File: config.mk
export PLATFORM = sky130hd
export DESIGN_NAME = hazard_ctrl_unit
export DESIGN_NICKNAME = d
export VERILOG_FILES = /design/src/rtl/hazard_ctrl_unit.sv
export SDC_FILE = /design/constraint.sdc
export NUM_CORES = 1
export LEC_CHECK = 0
export ABC_AREA = 1
export CORE_ASPECT_RATIO = 1.1
export CORE_UTILIZATION = 50
export DETAILED_ROUTE_END_ITERATION = 10
export PLACE_DENSITY = 0.81
export SYNTH_ARGS = -nofsm -noshare
export SYNTH_HDL_FRONTEND = slang
export SYNTH_SLANG_ARGS = --single-unit
File: constraint.sdc
create_clock -name i_clk -period 2.3 [get_ports i_clk]
set_input_delay 0.345 -clock i_clk [delete_from_list [all_inputs] [get_ports i_clk]]
set_output_delay 0.345 -clock i_clk [all_outputs]
set_load 0.01 [all_outputs]
File: src/rtl/hazard_ctrl_unit.sv
// hazard_ctrl_unit: operand forwarding, load-use/branch hazard control, cache-miss stall FSM and perf counters.
module hazard_ctrl_unit #(
  parameter int REG_ADDR_W = 5,
  parameter int CNT_WIDTH  = 32
) (
  input  logic                  i_clk,
  input  logic                  i_arst,
  input  logic [REG_ADDR_W-1:0] i_rs1_addr_dec,
  input  logic [REG_ADDR_W-1:0] i_rs2_addr_dec,
  input  logic [REG_ADDR_W-1:0] i_rs1_addr_exec,
  input  logic [REG_ADDR_W-1:0] i_rs2_addr_exec,
  input  logic [REG_ADDR_W-1:0] i_rd_addr_exec,
  input  logic [REG_ADDR_W-1:0] i_rd_addr_mem,
  input  logic [REG_ADDR_W-1:0] i_rd_addr_wb,
  input  logic                  i_reg_we_mem,
  input  logic                  i_reg_we_wb,
  input  logic                  i_pc_src_exec,
  input  logic                  i_load_instr_exec,
  input  logic                  i_instr_miss,
  input  logic                  i_data_miss,
  input  logic                  i_cnt_clear,
  output logic                  o_stall_fetch,
  output logic                  o_stall_dec,
  output logic                  o_flush_dec,
  output logic                  o_flush_exec,
  output logic [1:0]            o_forward_rs1,
  output logic [1:0]            o_forward_rs2,
  output logic                  o_stall_core,
  output logic [CNT_WIDTH-1:0]  o_stall_cycles,
  output logic [CNT_WIDTH-1:0]  o_flush_count,
  output logic [CNT_WIDTH-1:0]  o_load_use_count
);
  typedef enum logic [1:0] {RUN, ISTALL, DSTALL, DRAIN} state_t;
  state_t r_state, w_next;
  logic [CNT_WIDTH-1:0] r_stall_cycles, r_flush_count, r_load_use_count;
  logic w_load_use, w_stall, w_lu_cnt, w_active;
  function automatic logic [1:0] fwd(input logic [REG_ADDR_W-1:0] rs);
    return (i_reg_we_mem && i_rd_addr_mem != '0 && i_rd_addr_mem == rs) ? 2'b10 :
           (i_reg_we_wb  && i_rd_addr_wb  != '0 && i_rd_addr_wb  == rs) ? 2'b01 : 2'b00;
  endfunction
  assign w_active = !i_arst;
  assign o_forward_rs1 = w_active ? fwd(i_rs1_addr_exec) : 2'b00;
  assign o_forward_rs2 = w_active ? fwd(i_rs2_addr_exec) : 2'b00;
  assign w_load_use = i_load_instr_exec && i_rd_addr_exec != '0 &&
                      (i_rd_addr_exec == i_rs1_addr_dec || i_rd_addr_exec == i_rs2_addr_dec);
  // The DSTALL cycle in which the D-miss has dropped is the single drain stall; DRAIN only steers the exit.
  assign w_stall = w_active && (i_instr_miss || i_data_miss || r_state == ISTALL || r_state == DSTALL);
  assign w_lu_cnt = w_active && !w_stall && w_load_use && !i_pc_src_exec;
  assign o_stall_core  = w_stall;
  assign o_stall_fetch = w_stall || w_lu_cnt;
  assign o_stall_dec   = w_stall || w_lu_cnt;
  assign o_flush_dec   = w_active && !w_stall && i_pc_src_exec;
  assign o_flush_exec  = w_active && !w_stall && (i_pc_src_exec || w_load_use);
  assign o_stall_cycles   = r_stall_cycles;
  assign o_flush_count    = r_flush_count;
  assign o_load_use_count = r_load_use_count;
  always_comb begin
    w_next = r_state;
    case (r_state)
      RUN, ISTALL: w_next = i_data_miss ? DSTALL : i_instr_miss ? ISTALL : RUN;
      DSTALL:      w_next = i_data_miss ? DSTALL : DRAIN;
      DRAIN:       w_next = i_instr_miss ? ISTALL : RUN;
      default:     w_next = RUN;
    endcase
  end
  always_ff @(posedge i_clk) begin
    if (i_arst) begin
      r_state          <= RUN;
      r_stall_cycles   <= '0;
      r_flush_count    <= '0;
      r_load_use_count <= '0;
    end else begin
      r_state          <= w_next;
      r_stall_cycles   <= i_cnt_clear ? '0 : r_stall_cycles + CNT_WIDTH'(w_stall);
      r_flush_count    <= i_cnt_clear ? '0 : r_flush_count + CNT_WIDTH'(o_flush_dec);
      r_load_use_count <= i_cnt_clear ? '0 : r_load_use_count + CNT_WIDTH'(w_lu_cnt);
    end
  end
endmodule

==> results.cfg, run 1 <==
[status]
status = complete, no violations

[detailed_routing]
route.vias.total = 6454
ant_nets = 0
drt-total-wl_um = 16100
wire_per_inst_um = 12.8
drt_iter0_drc = 423
vias_per_cell = 5.11
drcViolationCount = 0
drt_pre_antenna_iters = 5

[timing]
finalCriticalPeriod_ps = 2170
hold_viol_final = 0
skew_ps = 9.56
maxSlewHeadroom = 0.726
drv_slew = 0
timing.fmax_mhz = 462
fin_setup_tns_ps = 0
report.final.setup_viol = 0
tightestPinTransition_ps = 410
min_period_over_period = 0.942

[clock_network]
htreeDepth = 3
clk_latency_ps = 350
clock_sinks = 98
root_buffer = clkbuf_16
cts_tree = yes
numCtsBuffers = 9
path_clk_slew_ps = 60
ctsLongestPathBuffers = 2

[placed_design]
portBuffers = 148
dp.cells = 1244
routabilityCongestion = 0.917
dp_hpwl_um = 12300

[power]
pwr-share-comb = 0.075
p_int_uw = 2640
fin_total_pwr_uw = 3440
p_per_area_nw_per_um2 = 424
leakagePower_uw = 0.00277
ir_drop_uv = 283
p_sw_frac = 0.233
p_seq_frac = 0.495
p_switching_uw = 801
p_clk_frac = 0.430

[critical_path]
worstSetupStartpointType = flip-flop
worstPathArrival_ps = 2400
required_ps = 2530
crit_top_cell = nor2_1
critical_path.max_fanout = 4
crit_slowest_cell = dfxtp_2
cpPeakStageDelay_ps = 320
worstSetupEndpointType = flip-flop
path_class = flip-flop to flip-flop
cp_cell_sequence = inv_2, nor2_1, nor2_1, nand4_1, nor2_1, nand3_1, inv_2, ha_4, ha_4, nand2_2, nor2_4, nand2_4, buf_4, o21ai_2, a21oi_1

[synthesis]
synth_top_cell_area_share = 0.335
yosys.area.top_type = dfxtp_1
yosysWarnings = 0
netlist_instances = 921
syn_nets = 971
synth_area_leaders = dfxtp_1 (34%), nand2_1 (18%), nor2_1 (12%), a21oi_1 (6.2%), inv_1 (4.9%)
synth_seq_cells = 98
ys_seq_area_frac = 0.335
synth_area_um2 = 5850
ys_types = 32
synth.avg_cell_area_um2 = 6.35

[floorplanning]
initial_utilization = 0.511
core_area_um2 = 11400
rows = 41
dieArea_um2 = 12100
ios = 149
fp.dieH_um = 115
die_x_um = 105

[global_route]
grt_pass1_vias = 5667
grt_antenna_before_repair = 0
grt_pass1_wl_um = 25800
grt_max_degree = 43
grt_use_total = 0.263
grt.overflow.total = 0

[finish]
syn2layout_area_growth_pct = 38.8
multiInputGateArea_um2 = 3590
fillCellCount = 1005
drive_above_1_share = 0.110
fin_cells = 1263
fin_nets = 1158
antenna_cells = 0
final-seq-area_um2 = 1960

[run]
maxCapViolCount = 0

[worst_hold_path]
holdCritPathClass = flip-flop to flip-flop
==> flip-flops by register name (all words and copies together) (netlist names) <==
name and flops:
o_stall_cycles 32, r_state 2, o_load_use_count 32, o_flush_count 32
==> metrics by stage <==
step                setup slack, ps   util  instance area (um^2)  hold slack [ps]
floorplan                       180      -                  5850              423
global placement               -254  0.676                  7740              457
detailed placement             -353  0.676                  7740              471
CTS                           -2.14  0.701                  8020              478
global route                  -21.3  0.710                  8120              500
finish                          134  0.710                  8120              465
==> cells by family after synthesis <==
family,count (synthesis),synth area share
compound gates,104,0.0933
fa+ha+maj,6,0.0128
simple gates,595,0.455
buf+inv,90,0.0618
flops,98,0.335
xor+xnor,28,0.0419
==> Yosys cell counts (all sizes together) <==
cell,n
and2,1
a21oi,72
nor2,210
a211oi,3
or2,4
buf,10
nor3,9
xor2,8
xnor2,20
ha,6
inv,79
nand3,27
o21ai,23
nand3b,37
nand4,5
nor4,2
nand2,300
dfxtp,98
o21a,5
o211a,1
clkbuf,1
==> power by group through the flow <==
stage / combinational [uW] / sequential (uW) / clock, uW
after floorplan: 124 / 1740 / 0
after global placement: 262 / 1740 / 0
after detailed placement: 264 / 1740 / 0
after CTS: 260 / 1700 / 1510
after global routing: 285 / 1700 / 1570
final: 259 / 1700 / 1480
==> area by class of cell <==
class | instances | area share
Multi-Input combinational cell | 733 | 0.442
Sequential cell | 98 | 0.242
Timing Repair Buffer | 187 | 0.221
Inverter | 79 | 0.0365
Clock buffer | 12 | 0.0316
Tap cell | 150 | 0.0231
Clock inverter | 4 | 0.00432
==> critical path: cells and delay by family, from the launching register on <==
kind            cells  cell delay (ps)
compound gates      2              170
fa+ha+maj           2              270
buf+inv             3              290
flops               1              320
simple gates        8             1010
==> layout by cell type (no fill, tap or decap), types with 3 or more instances in the layout <==
| cell type | instances |
|---|---|
| a211oi_1 | 3 |
| a21oi_1 | 72 |
| buf_4 | 38 |
| clkbuf_16 | 9 |
| clkdlybuf4s50_1 | 131 |
| clkinv_4 | 3 |
| dfxtp_1 | 97 |
| dlygate4sd2_1 | 8 |
| dlymetal6s2s_1 | 6 |
| ha_2 | 3 |
| inv_1 | 73 |
| inv_2 | 6 |
| nand2_1 | 285 |
| nand2_2 | 10 |
| nand2_4 | 5 |
| nand3_1 | 26 |
| nand3b_1 | 36 |
| nand4_1 | 5 |
| nor2_1 | 177 |
| nor2_2 | 20 |
| nor2_4 | 12 |
| nor3_1 | 9 |
| o21a_1 | 5 |
| o21ai_0 | 22 |
| xnor2_1 | 20 |
| xor2_1 | 8 |
==> metal layers <==
layer	GRT usage	wire [um]
met1	0.325	6900
met2	0.464	7790
met3	0.0506	1130
met4	0.0883	278
met5	0	0
==> worst paths after layout <==
kind,start,endpoint,slack [ps],cells after the start
worst min-delay path,r_state[1],r_state[1],470,2
worst max register to register,r_state[1],o_load_use_count[8],130,15
worst min register to register,r_state[1],r_state[1],470,2
worst max-delay path,r_state[1],o_load_use_count[8],130,15
==> repair_timing <==
item | 4_1_cts | 5_1_grt
buffers inserted | 0 | 3
endpoints found under the hold margin | 0 | 0
endpoints found under the setup margin | 8 | 31
pin swaps | 0 | 8
hold buffers | 0 | 0
resized for setup | 10 | 32
Note: power is estimated with default switching activity, not from simulation.
==> inputs of run 2 (changes only) <==
--- a/config.mk
+++ b/config.mk
@@ -6,10 +6,12 @@
 export NUM_CORES = 1
 export LEC_CHECK = 0
 export ABC_AREA = 1
+export ABC_CLOCK_PERIOD_IN_PS = 2300
 export CORE_ASPECT_RATIO = 1.1
+export CORE_MARGIN = 1.5
 export CORE_UTILIZATION = 50
 export DETAILED_ROUTE_END_ITERATION = 10
-export PLACE_DENSITY = 0.81
+export PLACE_DENSITY_LB_ADDON = 0.12
 export SYNTH_ARGS = -nofsm -noshare
 export SYNTH_HDL_FRONTEND = slang
 export SYNTH_SLANG_ARGS = --single-unit
==> run 2 against run 1 <==
Count of clock-buffer cells in the layout is 2 lower; routed wire length shrank 0.38%; power rose by 7.8%; via count down 0.81%; critical path type unchanged; maximum frequency fell by 4.4%; sequential power is essentially flat; first-iteration DRC count fell by 15%.
==> results.cfg, run 2 (synthesis results as in run 1) <==
[placed_design]
routabilityCongestion = 0.908
dp_hpwl_um = 12300
portBuffers = 148

[finish]
antenna_cells = 0
syn2layout_area_growth_pct = 42.0
fillCellCount = 995
layout_common_cells = nand2_1 (284), nor2_1 (172), clkdlybuf4s50_1 (134), dfxtp_1 (97), inv_1 (73)
fin_nets = 1162
final_common_cell = nand2_1
utilization = 0.726
drive_above_1_share = 0.120

[timing]
min_period_over_period = 0.985
rsz0062_at_grt = true
finalCriticalPeriod_ps = 2270
timing.fmax_mhz = 441
drv_slew = 0
tightestPinTransition_ps = 352
maxSlewHeadroom = 0.763
report.final.setup_viol = 0
skew_ps = 6.90
hold_viol_final = 0

[floorplanning]
ios = 149
dieArea_um2 = 12400
rows = 41
core_area_um2 = 11400
die_x_um = 106
initial_utilization = 0.511
fp.dieH_um = 116

[power]
leakagePower_uw = 0.00288
p_per_area_nw_per_um2 = 447
fin_total_pwr_uw = 3710
ir_drop_uv = 335

[clock_network]
clk_latency_ps = 350
root_buffer = clkbuf_16
numCtsBuffers = 9
ctsLongestPathBuffers = 2
clock_sinks = 98
cts_tree = yes
htreeDepth = 3
path_clk_slew_ps = 60

[detailed_routing]
drt_iter0_drc = 359
route.vias.total = 6402
drt-total-wl_um = 16000
vias_per_cell = 5.06
ant_nets = 0
wire_per_inst_um = 12.7
drt_pre_antenna_iters = 8
drcViolationCount = 0

[global_route]
grt_pass1_vias = 5918
grt_use_total = 0.262
grt_antenna_before_repair = 0
grt_pass1_wl_um = 26400
grt_max_degree = 39
grt.overflow.total = 0

[critical_path]
rr_worst_depth = 14
required_ps = 2540
cp_cell_sequence = nor2_1, nor2_1, nand4_1, buf_4, nor2_4, ha_4, ha_4, nand2_4, nor2_4, nand2_4, nor2_4, nand3_2, nand2_1, nor2_1
worstPathArrival_ps = 2510
crit_slowest_cell = dfxtp_1
cpPeakStageDelay_ps = 360
worstSetupStartpointType = flip-flop
path_class = flip-flop to flip-flop
worstSetupEndpointType = flip-flop
critical_path.max_fanout = 5

[run]
maxCapViolCount = 0

[worst_hold_path]
hold_depth = 2
holdCritPathClass = flip-flop to flip-flop

[status]
status = complete, no violations
[run 2: changes by cell type in the layout (fill, tap and decap cells not counted), moves of 3 or more]
cell,before,now
nor2_1,177,172
nor2_4,12,17
dlygate4sd2_1,8,4
bufinv_16,0,3
clkdlybuf4s50_1,131,134
clkinv_4,3,0
ha_2,3,0
nand3_1,26,23
nand3_2,1,4
[run 2: final cells by class]
type / count / area, um^2 / area share
inverters: 79 / 297 / 0.0357
well taps: 150 / 188 / 0.0226
multi-input cells: 733 / 3670 / 0.442
flip-flops and latches: 98 / 1960 / 0.236
clock inverters: 5 / 103 / 0.0124
clock buffers: 10 / 239 / 0.0288
repair buffers: 191 / 1840 / 0.222
[run 2: worst paths after layout]
kind         slack, ps  startpoint           endpoint
min                470  r_state[1]         r_state[1]
max                 30  r_state[0]  o_flush_count[18]
min reg2reg        470  r_state[1]         r_state[1]
max reg2reg         30  r_state[0]  o_flush_count[18]
[run 2: worst max-delay path: cells and delay by family (launching register included)]
family | cells | cell delay [ps]
AND/OR/NAND/NOR | 11 | 1270
adder cells (fa/ha/maj) | 2 | 300
buffers and inverters | 1 | 210
flip-flops | 1 | 360
[run 2: per-stage QoR]
step / instance area, um^2 / cells / setup slack (ps) / hold WS (ps) / setup TNS, ps
2_1_floorplan: 5850 / 921 / 180 / 423 / 0
3_3_place_gp: 7760 / 1245 / -266 / 458 / -7040
3_5_place_dp: 7760 / 1245 / -340 / 464 / -9110
4_1_cts: 8100 / 1261 / 3.74 / 478 / 0
5_1_grt: 8300 / 1266 / -100 / 496 / -255
6_report: 8300 / 1266 / 34.9 / 469 / 0
[run 2: layer usage]
layer	GRT usage	wire, um
met3	0.0419	1060
met4	0.0964	266
met1	0.330	6860
met2	0.455	7850
met5	0	0
[run 2: repair_timing]
| action | CTS | global route |
|---|---|---|
| hold buffers | 0 | 0 |
| gates resized for setup | 7 | 51 |
| setup endpoints to repair | 6 | 41 |
| pin swaps | 1 | 14 |
| buffers inserted | 1 | 5 |
[run 2: power breakdown]
group | internal, uW | switching, uW
Combinational | 140 | 124
Sequential | 1700 | 2.72
Clock | 1080 | 656
Total | 2930 | 783
